`config.mk`:
```
export PLATFORM = sky130hd
export DESIGN_NAME = tiny_alu_cmd_sequencer
export DESIGN_NICKNAME = d
export VERILOG_FILES = /design/src/rtl/tiny_alu_seq_pkg.sv /design/src/rtl/tiny_alu_cmd_sequencer_reset_sync.sv /design/src/rtl/tiny_alu_cmd_sequencer.sv
export SDC_FILE = /design/constraint.sdc
export NUM_CORES = 1
export LEC_CHECK = 0
export ABC_AREA = 1
export BUFFER_PORTS_ARGS = -buffer_cell sky130_fd_sc_hd__buf_2
export CORE_MARGIN = 4
export CORE_UTILIZATION = 56
export DETAILED_ROUTE_END_ITERATION = 12
export GPL_TIMING_DRIVEN = 0
export MAX_ROUTING_LAYER = met4
export PLACE_DENSITY = 0.95
export SKIP_CTS_REPAIR_TIMING = 1
export SLEW_MARGIN = 5
export SYNTH_ARGS = -nofsm -noshare
export SYNTH_HDL_FRONTEND = slang
export SYNTH_SLANG_ARGS = --single-unit
export TNS_END_PERCENT = 30
```
`constraint.sdc`:
```
create_clock -name clk_i -period 4.7 [get_ports clk_i]
set_input_delay 0.235 -clock clk_i [delete_from_list [all_inputs] [get_ports clk_i]]
set_output_delay 0.235 -clock clk_i [all_outputs]
set_load 0.005 [all_outputs]
```
`src/rtl/tiny_alu_seq_pkg.sv`:
```
// Shared types and widths for the tiny ALU command sequencer.
package tiny_alu_seq_pkg;

  localparam int DATA_W = 8;
  localparam int RES_W  = 2 * DATA_W;

  // Opcodes 5..7 are left unnamed on purpose: they are the illegal range.
  typedef enum logic [2:0] {
    NO_OP = 3'd0,
    ADD   = 3'd1,
    AND   = 3'd2,
    XOR   = 3'd3,
    MUL   = 3'd4
  } op_e;

  typedef enum logic [1:0] {
    IDLE  = 2'd0,
    ISSUE = 2'd1,
    RESP  = 2'd2
  } state_e;

  function automatic logic is_alu_op(input logic [2:0] op);
    return (op >= 3'(ADD)) && (op <= 3'(MUL));
  endfunction

endpackage

```
`src/rtl/tiny_alu_cmd_sequencer_reset_sync.sv`:
```
// Two-flop reset synchroniser: asserts asynchronously, deasserts on the second clock edge.
module tiny_alu_cmd_sequencer_reset_sync (
  input  logic clk_i,
  input  logic rst_n_i,
  output logic rst_n_o
);

  logic meta_q;
  logic sync_q;

  always_ff @(posedge clk_i or negedge rst_n_i) begin
    if (!rst_n_i) begin
      meta_q <= 1'b0;
      sync_q <= 1'b0;
    end else begin
      meta_q <= 1'b1;
      sync_q <= meta_q;
    end
  end

  assign rst_n_o = sync_q;

endmodule

```
`src/rtl/tiny_alu_cmd_sequencer.sv`:
```
// Command sequencer in front of the tiny ALU: valid/ready command in, start/done to the ALU,
// valid/ready response out, with a done-timeout and saturating status counters.
//
//   state | meaning
//   IDLE  | ready for a command (once the ALU-side reset has been released)
//   ISSUE | alu_start_o high with op/A/B held, waiting for done or timeout
//   RESP  | response held on the rsp port until rsp_ready_i
module tiny_alu_cmd_sequencer #(
  parameter int DATA_W       = tiny_alu_seq_pkg::DATA_W,
  parameter int RES_W        = tiny_alu_seq_pkg::RES_W,
  parameter int TIMEOUT_CLKS = 16,
  parameter int CNT_W        = 16
) (
  input  logic              clk_i,
  input  logic              reset_n_i,
  input  logic              cmd_valid_i,
  output logic              cmd_ready_o,
  input  logic [2:0]        cmd_op_i,
  input  logic [DATA_W-1:0] cmd_a_i,
  input  logic [DATA_W-1:0] cmd_b_i,
  output logic              alu_start_o,
  output logic [2:0]        alu_op_o,
  output logic [DATA_W-1:0] alu_a_o,
  output logic [DATA_W-1:0] alu_b_o,
  input  logic              alu_done_i,
  input  logic [RES_W-1:0]  alu_result_i,
  output logic              rsp_valid_o,
  input  logic              rsp_ready_i,
  output logic [RES_W-1:0]  rsp_result_o,
  output logic              rsp_err_o,
  output logic              alu_rst_n_o,
  output logic [CNT_W-1:0]  cmd_count_o,
  output logic [CNT_W-1:0]  err_count_o
);

  import tiny_alu_seq_pkg::*;

  localparam int TMO_W = (TIMEOUT_CLKS > 2) ? $clog2(TIMEOUT_CLKS) : 1;
  localparam logic [TMO_W-1:0] TMO_INIT = TMO_W'(TIMEOUT_CLKS - 1);

  state_e             state_q, state_d;
  logic [2:0]         op_q, op_d;
  logic [DATA_W-1:0]  a_q, a_d;
  logic [DATA_W-1:0]  b_q, b_d;
  logic [RES_W-1:0]   result_q, result_d;
  logic               err_q, err_d;
  logic [TMO_W-1:0]   tmo_q, tmo_d;
  logic [CNT_W-1:0]   cmd_cnt_q, cmd_cnt_d;
  logic [CNT_W-1:0]   err_cnt_q, err_cnt_d;
  logic               accept;

  tiny_alu_cmd_sequencer_reset_sync u_reset_sync (
    .clk_i   (clk_i),
    .rst_n_i (reset_n_i),
    .rst_n_o (alu_rst_n_o)
  );

  assign cmd_ready_o = (state_q == IDLE) && alu_rst_n_o;
  assign accept      = cmd_valid_i && cmd_ready_o;

  always_ff @(posedge clk_i or negedge reset_n_i) begin
    if (!reset_n_i) begin
      state_q   <= IDLE;
      op_q      <= '0;
      a_q       <= '0;
      b_q       <= '0;
      result_q  <= '0;
      err_q     <= 1'b0;
      tmo_q     <= '0;
      cmd_cnt_q <= '0;
      err_cnt_q <= '0;
    end else begin
      state_q   <= state_d;
      op_q      <= op_d;
      a_q       <= a_d;
      b_q       <= b_d;
      result_q  <= result_d;
      err_q     <= err_d;
      tmo_q     <= tmo_d;
      cmd_cnt_q <= cmd_cnt_d;
      err_cnt_q <= err_cnt_d;
    end
  end

  always_comb begin
    state_d   = state_q;
    op_d      = op_q;
    a_d       = a_q;
    b_d       = b_q;
    result_d  = result_q;
    err_d     = err_q;
    tmo_d     = tmo_q;
    cmd_cnt_d = cmd_cnt_q;
    err_cnt_d = err_cnt_q;

    case (state_q)
      IDLE: begin
        if (accept) begin
          if (cmd_cnt_q != '1) cmd_cnt_d = cmd_cnt_q + CNT_W'(1);
          if (is_alu_op(cmd_op_i)) begin
            op_d    = cmd_op_i;
            a_d     = cmd_a_i;
            b_d     = cmd_b_i;
            tmo_d   = TMO_INIT;
            state_d = ISSUE;
          end else begin
            // NO_OP and the illegal range both answer directly without touching the ALU.
            result_d = '0;
            err_d    = (cmd_op_i != NO_OP);
            if ((cmd_op_i != NO_OP) && (err_cnt_q != '1)) err_cnt_d = err_cnt_q + CNT_W'(1);
            state_d  = RESP;
          end
        end
      end
      ISSUE: begin
        // Done is checked before the terminal count so a done in the last cycle wins.
        if (alu_done_i) begin
          result_d = alu_result_i;
          err_d    = 1'b0;
          state_d  = RESP;
        end else if (tmo_q == '0) begin
          result_d = '0;
          err_d    = 1'b1;
          if (err_cnt_q != '1) err_cnt_d = err_cnt_q + CNT_W'(1);
          state_d  = RESP;
        end else begin
          tmo_d = tmo_q - TMO_W'(1);
        end
      end
      RESP: begin
        if (rsp_ready_i) state_d = IDLE;
      end
      default: state_d = IDLE;
    endcase
  end

  assign alu_start_o  = (state_q == ISSUE);
  assign alu_op_o     = op_q;
  assign alu_a_o      = a_q;
  assign alu_b_o      = b_q;
  assign rsp_valid_o  = (state_q == RESP);
  assign rsp_result_o = result_q;
  assign rsp_err_o    = err_q;
  assign cmd_count_o  = cmd_cnt_q;
  assign err_count_o  = err_cnt_q;

endmodule

```
Word-level counts from Yosys, hierarchy flattened --
Index checks and enable logic that the tools add are counted.
Word-level totals: bits of input ports 40, logic and storage cells 72, output and inout bits 72, bits in registers 76
Operators by class: reduce and logical (&&, ||, !) cells 14, muxes and demuxes 28, add/subtract/negate cells 3, order comparisons 2, equality and inequality tests 14
Operators by type and width (number):
- $mux W16 | 10
- $pmux W16 S2 | 2
- $add A16 B1 Y16 const B | 2
- $ne A16 B16 Y1 const B | 2
- $mux W4 | 4
- $mux W2 | 5
- $ne A2 B1 Y1 const B | 5
- $reduce_and A3 Y1 | 3
- $ne A2 B2 Y1 const B | 4
- $pmux W4 S2 | 1
- $reduce_and A7 Y1 | 1
- $pmux W2 S3 | 1
- $reduce_and A5 Y1 | 1
- $logic_and A1 B1 Y1 | 4
- $logic_not A4 Y1 | 1
- $mux W1 | 4
- $reduce_and A4 Y1 | 1
- $sub A4 B1 Y4 const B | 1
- $ge A3 B1 Y1 const B | 1
- $le A3 B3 Y1 const B | 1
- $ne A3 B1 Y1 const B | 1
- $reduce_bool A3 Y1 | 1
- $eq A2 B1 Y1 const B | 1
- $eq A2 B2 Y1 const B | 1
- other kinds (3) | 3

Logic depth before layout (Yosys ltp) --
Gate-level depths: netlist of run 1.
word-level depth 6, mapped depth 11, gate-level depth less buffers 10

By module --
Synthesis of run 1 repeated with hierarchy kept, for this count alone.
Second synthesis, totals: cells, all modules 481, area, all modules 3847.4 µm²
By module, submodules not included:
- tiny_alu_cmd_sequencer | area an instance 3793.6 µm², cells each 478, sequential area each 1851.8 µm², times used 1
- tiny_alu_cmd_sequencer_reset_sync | area an instance 53.8 µm², cells each 3, sequential area each 50.0 µm², times used 1

Worst setup path after synthesis of run 1 --
OpenSTA, ideal clock, no wires.
kind register to register, start reg cmd_cnt_q[0] (netlist: cmd_count_o[0]), end reg cmd_cnt_q[5] (netlist: cmd_count_o[5]), required time 4.577 ns, stages on the path, launching flop included 10, buffers on the path 1, setup time 0.123 ns, arrival time 1.638 ns, period minus slack after synthesis 1.761 ns, setup slack 2.939 ns, cell sequence dfrtp_1 ha_1 nand3_1 nor3_4 nand3_2 nand2_2 inv_2 buf_4 nand4_1 nand2_1
On the way: longest elaborated chain between the ends 2, elaborated cells on any way between the ends 3, classes of those cells add/sub: 1; eq/ne: 1; reduce/logical: 1
Ends and longest elaborated chain:
- start, declared | RTL line tiny_alu_cmd_sequencer.sv:48 | logic [CNT_W-1:0] cmd_cnt_q, cmd_cnt_d;
- start signal, assigned | RTL line tiny_alu_cmd_sequencer.sv:80 | cmd_cnt_q <= cmd_cnt_d;
- parallel branches: the longest is 2 deep, another holds $add A16 B1 Y16
Parallel ways; which one is timed is not known. A chain may end at the register's enable or synchronous reset.

Final worst setup path of run 1 --
start reg cmd_cnt_q[0] (netlist: cmd_count_o[0]), end reg cmd_cnt_q[3] (netlist: cmd_count_o[3])
Same word-level chain as after synthesis.

==> results by group, run 1 <==
Cells and area
  – Commonest non-fill, non-tap cell in the layout: nand2_1
  – Final nets: 646
  – Non-Filler Instances: approximately 690
  – P&R area growth vs syn: 23.01%
  – Antenna cells: 0
  – Share of cells above drive strength 1: 0.2664
  – Most frequent cells in the layout: nand2_1, buf_2, dfrtp_1
  – Fillcell total: 500

Power
  – Power density over the cells: 467.8 nW/um^2
  – Static leakage: 2.637 nW
  – Worst vdd ir: ~0.33 mV

Yosys
  – Area leader, netlist: dfrtp_1
  – Syn nets: about 520
  – Synth Area in Simple Gates: 0.3581
  – XOR/XNOR share of the synthesized area: 0.03226
  – Synth Cell Area: 3801 sq um
  – Synth Warn #: 0
  – Mux contribution to synthesized area: 0
  – Area share of the largest cell type after synthesis: 0.5003
  – Post-synthesis compound-gate area fraction: 0.03555
  – Synth area leaders: dfrtp_1, nand2_1, nand4_1
  – Gate Count Post-Synth: 479
  – Adder-cell share of the synthesized area: 0.009875
  – Average cell area after synthesis: 7.936 sq um
  – Count of cell types in the netlist: 33
  – Synthesized flop and latch total: between 70 and 80
  – Sequential share of the synthesized area: 0.5003
  – Main combinational cell family by area after synthesis: simple AND/OR/NAND/NOR gates

Drt
  – Post-DR vias/cell: 5.283
  – Highest metal used: met4
  – 1st-pass router iterations: 5
  – DRC Markers: 0
  – Wirelength per Cell: 13.49 um
  – Initial DRC count: roughly 190
  – Post-Route WL: 9244 um
  – Met2 WL post-DR: 4514 um
  – Routed met1 length: 3944 um
  – Vias: 3619
  – Met3 Wirelength: 610 um
  – Routed Antenna Nets: 0

Clock network
  – CTS buffer count: 9
  – CTS root buf: clkbuf_8
  – CTS tree: built
  – CTS clk-pin slew, worst paths: around 0.08 ns
  – H-tree depth: 3
  – CTS max path bufs: 2
  – Sinks on Clock Net: 76
  – Worst-Skew Late Latency: 0.36 ns

STA
  – Fmax: about 470 MHz
  – RSZ-0062 raised after global routing: no
  – Worst Max-Slew Pin Slew: between 0.5 and 0.6 ns
  – Setup TNS Final: 0 ns
  – Period utilization: 0.4563
  – Slew Limit Fails: 0
  – Min cycle time layout: ~2.1 ns
  – Normalized max-slew margin: 0.6449
  – Worst setup margin: between 2 and 3 ns
  – Min Hold Slack: 0.04564 ns
  – Clock skew after layout: 0.01300 ns
  – Final setup vio count: 0
  – Final Hold Vio Count: 0

Critical path
  – Worst path required time: 4.94 ns
  – Critical path capture point type: flop
  – CP max FO: 10
  – Crit path DAT: 2.39 ns
  – CP Launch Type: flop
  – Critical path type: flop to flop

Global route
  – Antenna violations before repair: 0
  – GRT Util Overall: 0.2428
  – Number of global-route vias before repair: 3531
  – Overall overflow remaining after global route: 0
  – First-pass GRT wire length: 15940 um
  – Largest net degree at the start of global routing: 51

Placed design
  – I/O Buffers: 111
  – DP HPWL: 6852 um
  – GP Congestion: 0.8666
  – Place WS: 2.596 ns
  – Dpl cells: 668

Run status
  – Status: finished, final reports clean

Die
  – Total core area: 6459 sq um
  – Initial Utilization: 0.5885
  – Die Area: approximately 8200 sq um
  – Die Width: 90.39 um
  – # rows: 29
  – IO Count: roughly 110
  – Die height: ~90 um

Run
  – Max-cap viol count: 0

Min path
  – Min-Delay Path Class: input pin to flop
==> per-layer routing <==
metal | up-vias | track usage
met5 | - | -
met4 | 0 | 0.1008
met3 | 14 | 0.04750
met2 | 147 | 0.3933
met1 | 1690 | 0.2991
li1 | 1768 | -
==> layout make-up <==
cell class                      count  area, sq um  area share
Buffer                             11        70.07     0.01499
Clock buffer                        9        123.9     0.02649
Clock inverter                      7        58.81     0.01258
Inverter                           45        168.9     0.03613
Multi-Input combinational cell    347         1660      0.3551
Sequential cell                    76         1902      0.4067
Tap cell                           77        96.34     0.02060
Timing Repair Buffer              113        595.6      0.1274
==> critical path: stages (launching register included) <==
cell	delay [ns]
dfrtp_1	0.52
ha_1	0.35
nand3_1	0.22
nor3_4	0.26
nand3_2	0.12
nand2_2	0.19
inv_2	0.06
buf_4	0.18
nand3_1	0.08
nand2_1	0.06
==> kinds of logic (layout without fill, tap and decap cells) <==
logic type / after synthesis / after routing
compound gates: 23 / 23
fa+ha+maj: 3 / 3
simple gates: 306 / 306
other cells: 1 / 1
buf+inv: 56 / 185
xor+xnor: 14 / 14
flops: 76 / 76
==> flip-flops by register name, summed over array words and instances, names as in the netlist <==
signal                count
cmd_count_o              16
err_count_o              16
rsp_result_o             16
alu_a_o                   8
alu_b_o                   8
tmo_q                     4
alu_op_o                  3
state_q                   2
rsp_err_o                 1
u_reset_sync.meta_q       1
u_reset_sync.rst_n_o      1
==> through the flow <==
step / area, sq um / power, mW / utilization
global route: 4676 / 2.356 / 0.7239
CTS: 4666 / 2.202 / 0.7224
detailed placement: 4483 / 1.728 / 0.6941
global placement: 4453 / 1.686 / 0.6895
floorplan: 3801 / 1.391 / -
finish: 4676 / 2.187 / 0.7239
==> where the power goes <==
group / switching (mW) / leakage [nW] / internal (mW)
combinational: 0.412 / 1.56 / 0.303
sequential: 0.155 / 0.987 / 0.846
clock: 0.272 / 0.0925 / 0.201
total: 0.838 / 2.64 / 1.35
==> path summary, 6_finish.rpt <==
check / to / depth (start not counted) / slack [ns] / startpoint
setup / recovery: cmd_count_o[3] / 9 / 2.56 / cmd_count_o[0]
hold / removal: state_q[1] / 2 / 0.05 / rsp_ready_i
setup reg to reg: cmd_count_o[3] / 9 / 2.56 / cmd_count_o[0]
hold reg to reg: u_reset_sync.rst_n_o / 0 / 0.36 / u_reset_sync.meta_q
max in group asynchronous: alu_b_o[5] / 3 / 3.81 / reset_n_i
min in group asynchronous: rsp_result_o[15] / 2 / 0.33 / reset_n_i
==> synthesized netlist by cell type (all sizes together) <==
library cell / instances
xor2: 7
buf: 10
inv: 44
conb: 1
nand3: 29
o31ai: 1
nor2: 28
o21ai: 19
nand3b: 1
a21oi: 2
xnor2: 7
nand2: 213
clkinv: 1
nor3: 7
o21bai: 1
ha: 3
clkbuf: 1
dfrtp: 76
nand4: 28
No activity file was read; power rests on OpenSTA's default activity.
==> run 2: changes to the inputs <==
--- a/config.mk
+++ b/config.mk
@@ -8,11 +8,11 @@
 export ABC_AREA = 1
 export BUFFER_PORTS_ARGS = -buffer_cell sky130_fd_sc_hd__buf_2
 export CORE_MARGIN = 4
-export CORE_UTILIZATION = 56
+export CORE_UTILIZATION = 52
 export DETAILED_ROUTE_END_ITERATION = 12
 export GPL_TIMING_DRIVEN = 0
 export MAX_ROUTING_LAYER = met4
-export PLACE_DENSITY = 0.95
+export PLACE_DENSITY = 0.9
 export SKIP_CTS_REPAIR_TIMING = 1
 export SLEW_MARGIN = 5
 export SYNTH_ARGS = -nofsm -noshare
==> constraint.sdc (replaced) <==
create_clock -name clk_i -period 2 [get_ports clk_i]
set_input_delay 0.1 -clock clk_i [delete_from_list [all_inputs] [get_ports clk_i]]
set_output_delay 0.1 -clock clk_i [all_outputs]
set_load 0.005 [all_outputs]
==> results by group, run 2 (synthesis results as in run 1) <==
Run status
  – Status: finished, violations left
  – Failing checks: hold timing

Critical path
  – Worst path required time: 2.23 ns (-2.71 ns)
  – CP cell instances: ha_2, nand3_2, nor3_4, nand3_2, nand2_4, inv_2, buf_4, nand3_1, nand2_1
  – Crit path DAT: 2.12 ns (-0.27 ns)
  – CP Launch Type: flop
  – Max stage delay on crit path: 0.46 ns (-0.06 ns)
  – CP max FO: 10 (unchanged)
  – Family with the most delay on the worst path: simple AND/OR/NAND/NOR gates
  – Crit path top cell by count: nand3_2
  – Critical path type: flop to flop
  – Crit-path slowest cell: dfrtp_2
  – Critical path capture point type: flop
  – Critical path buffers and inverters: 2 (unchanged)

Die
  – IO Count: 112 (unchanged)
  – Die Width: 93.50 um (+3.4%)
  – Die height: 93.50 um (+3.4%)
  – Initial Utilization: 0.5474 (-0.04114)
  – Total core area: 6944 sq um (+7.5%)
  – # rows: 30 (+3.4%)
  – Die Area: 8741 sq um (+7.0%)

Global route
  – Antenna violations before repair: 0 (unchanged)
  – GRT Util Overall: 0.2244 (-0.01841)
  – First-pass GRT wire length: 15440 um (-3.2%)
  – Number of global-route vias before repair: 3470 (-1.7%)
  – Largest net degree at the start of global routing: 61 (+20%)
  – Overall overflow remaining after global route: 0 (unchanged)

STA
  – RSZ-0062 raised after global routing: no
  – Setup TNS Final: 0 ns (unchanged)
  – Period utilization: 0.9435 (+0.4871)
  – Clock skew after layout: 0.01254 ns (-0.0004638 ns)
  – Final Hold Vio Count: 1 (+1)
  – Min cycle time layout: 1.887 ns (-0.2579 ns)
  – Final setup vio count: 0 (unchanged)
  – Min Hold Slack: -0.01599 ns (-0.06163 ns)
  – Slew Limit Fails: 0 (unchanged)
  – Fmax: 529.9 MHz (+14%)

Clock network
  – CTS clk-pin slew, worst paths: 0.09 ns (about the same)
  – H-tree depth: 3 (unchanged)
  – Worst-Skew Late Latency: 0.35 ns (about the same)
  – CTS tree: built
  – CTS max path bufs: 2 (unchanged)
  – CTS root buf: clkbuf_8
  – Sinks on Clock Net: 76 (unchanged)
  – CTS buffer count: 9 (unchanged)

Cells and area
  – Antenna cells: 0 (unchanged)
  – P&R area growth vs syn: 32.49%
  – Most frequent cells in the layout: nand2_1, buf_2, dfrtp_1
  – Fillcell total: 524 (+4.8%)
  – Final nets: 679 (+5.1%)
  – Share of cells above drive strength 1: 0.2574 (-0.009037)
  – Commonest non-fill, non-tap cell in the layout: nand2_1

Drt
  – Post-Route WL: 10130 um (+9.5%)
  – Post-DR vias/cell: 5.066 (-4.1%)
  – Routed Antenna Nets: 0 (unchanged)
  – Vias: 3734 (+3.2%)
  – 1st-pass router iterations: 5 (unchanged)
  – DRC Markers: 0 (unchanged)
  – Initial DRC count: 189 (+1.1%)
  – Wirelength per Cell: 13.74 um (+1.8%)

Placed design
  – DP HPWL: 6832 um (-0.28%)
  – GP Congestion: 0.9129 (+5.3%)
  – I/O Buffers: 111 (unchanged)

Power
  – Tot Pwr: 5.195 mW (+140%)
  – Power density over the cells: 1032 nW/um^2 (+120%)
  – Static leakage: 2.764 nW (+4.8%)
  – Worst vdd ir: 0.6966 mV (+110%)

Min path
  – Min-Delay Path Class: input pin to flop

Run
  – Max-cap viol count: 0 (unchanged)
run 2: worst reg2reg max path, cell delays in order, from the launching register on:
cell and delay [ns]:
dfrtp_2 0.46, ha_2 0.27, nand3_2 0.14, nor3_4 0.24, nand3_2 0.14, nand2_4 0.15
inv_2 0.06, buf_4 0.17, nand3_1 0.08, nand2_1 0.05
run 2: metrics by stage:
step	instance area [sq um]	hold slack, ns	std cells	util	setup WS (ns)
2_1_floorplan	3801	-0.1956	479	-	0.2387
3_3_place_gp	4477	0.2840	686	0.6447	-0.04291
3_5_place_dp	4507	-0.01879	687	0.6490	-0.07980
4_1_cts	4684	-0.3977	703	0.6746	-0.1182
5_1_grt	5036	0.008956	737	0.7252	0.02691
6_report	5036	-0.01599	737	0.7252	0.1130
run 2: layout make-up:
type,count,area (sq um),area share
Sequential cell,76,1903,0.3779
Multi-Input combinational cell,347,1673,0.3322
Timing Repair Buffer,146,923.4,0.1834
Inverter,45,168.9,0.03354
Clock buffer,11,141.4,0.02807
Tap cell,96,120.1,0.02385
Buffer,11,70.07,0.01391
Clock inverter,5,36.28,0.007205
run 2: path summary, 6_finish.rpt:
path / startpoint / to / slack, ns / cells after the start
max: cmd_count_o[0] / cmd_count_o[3] / 0.11 / 9
min: alu_result_i[13] / rsp_result_o[13] / -0.02 / 3
max reg2reg: cmd_count_o[0] / cmd_count_o[3] / 0.11 / 9
min reg2reg: u_reset_sync.meta_q / u_reset_sync.rst_n_o / 0.35 / 0
max in group asynchronous: reset_n_i / alu_a_o[6] / 1.26 / 3
min in group asynchronous: reset_n_i / rsp_result_o[9] / 0.17 / 2
run 2: layer usage:
metal | vias up | part of all wire | GRT usage
li1 | 1826 | - | -
met1 | 1763 | 0.42 | 0.2747
met2 | 119 | 0.51 | 0.3734
met3 | 26 | 0.050 | 0.03620
met4 | 0 | 0.021 | 0.08669
met5 | - | 0 | -
run 2: power by group:
part | leakage, nW | switching [mW] | internal, mW | total (mW)
logic | 1.70 | 1.00 | 0.760 | 1.76
clock network | 0.0820 | 0.581 | 0.487 | 1.07
registers | 0.986 | 0.374 | 1.99 | 2.36
total | 2.76 | 1.96 | 3.24 | 5.20
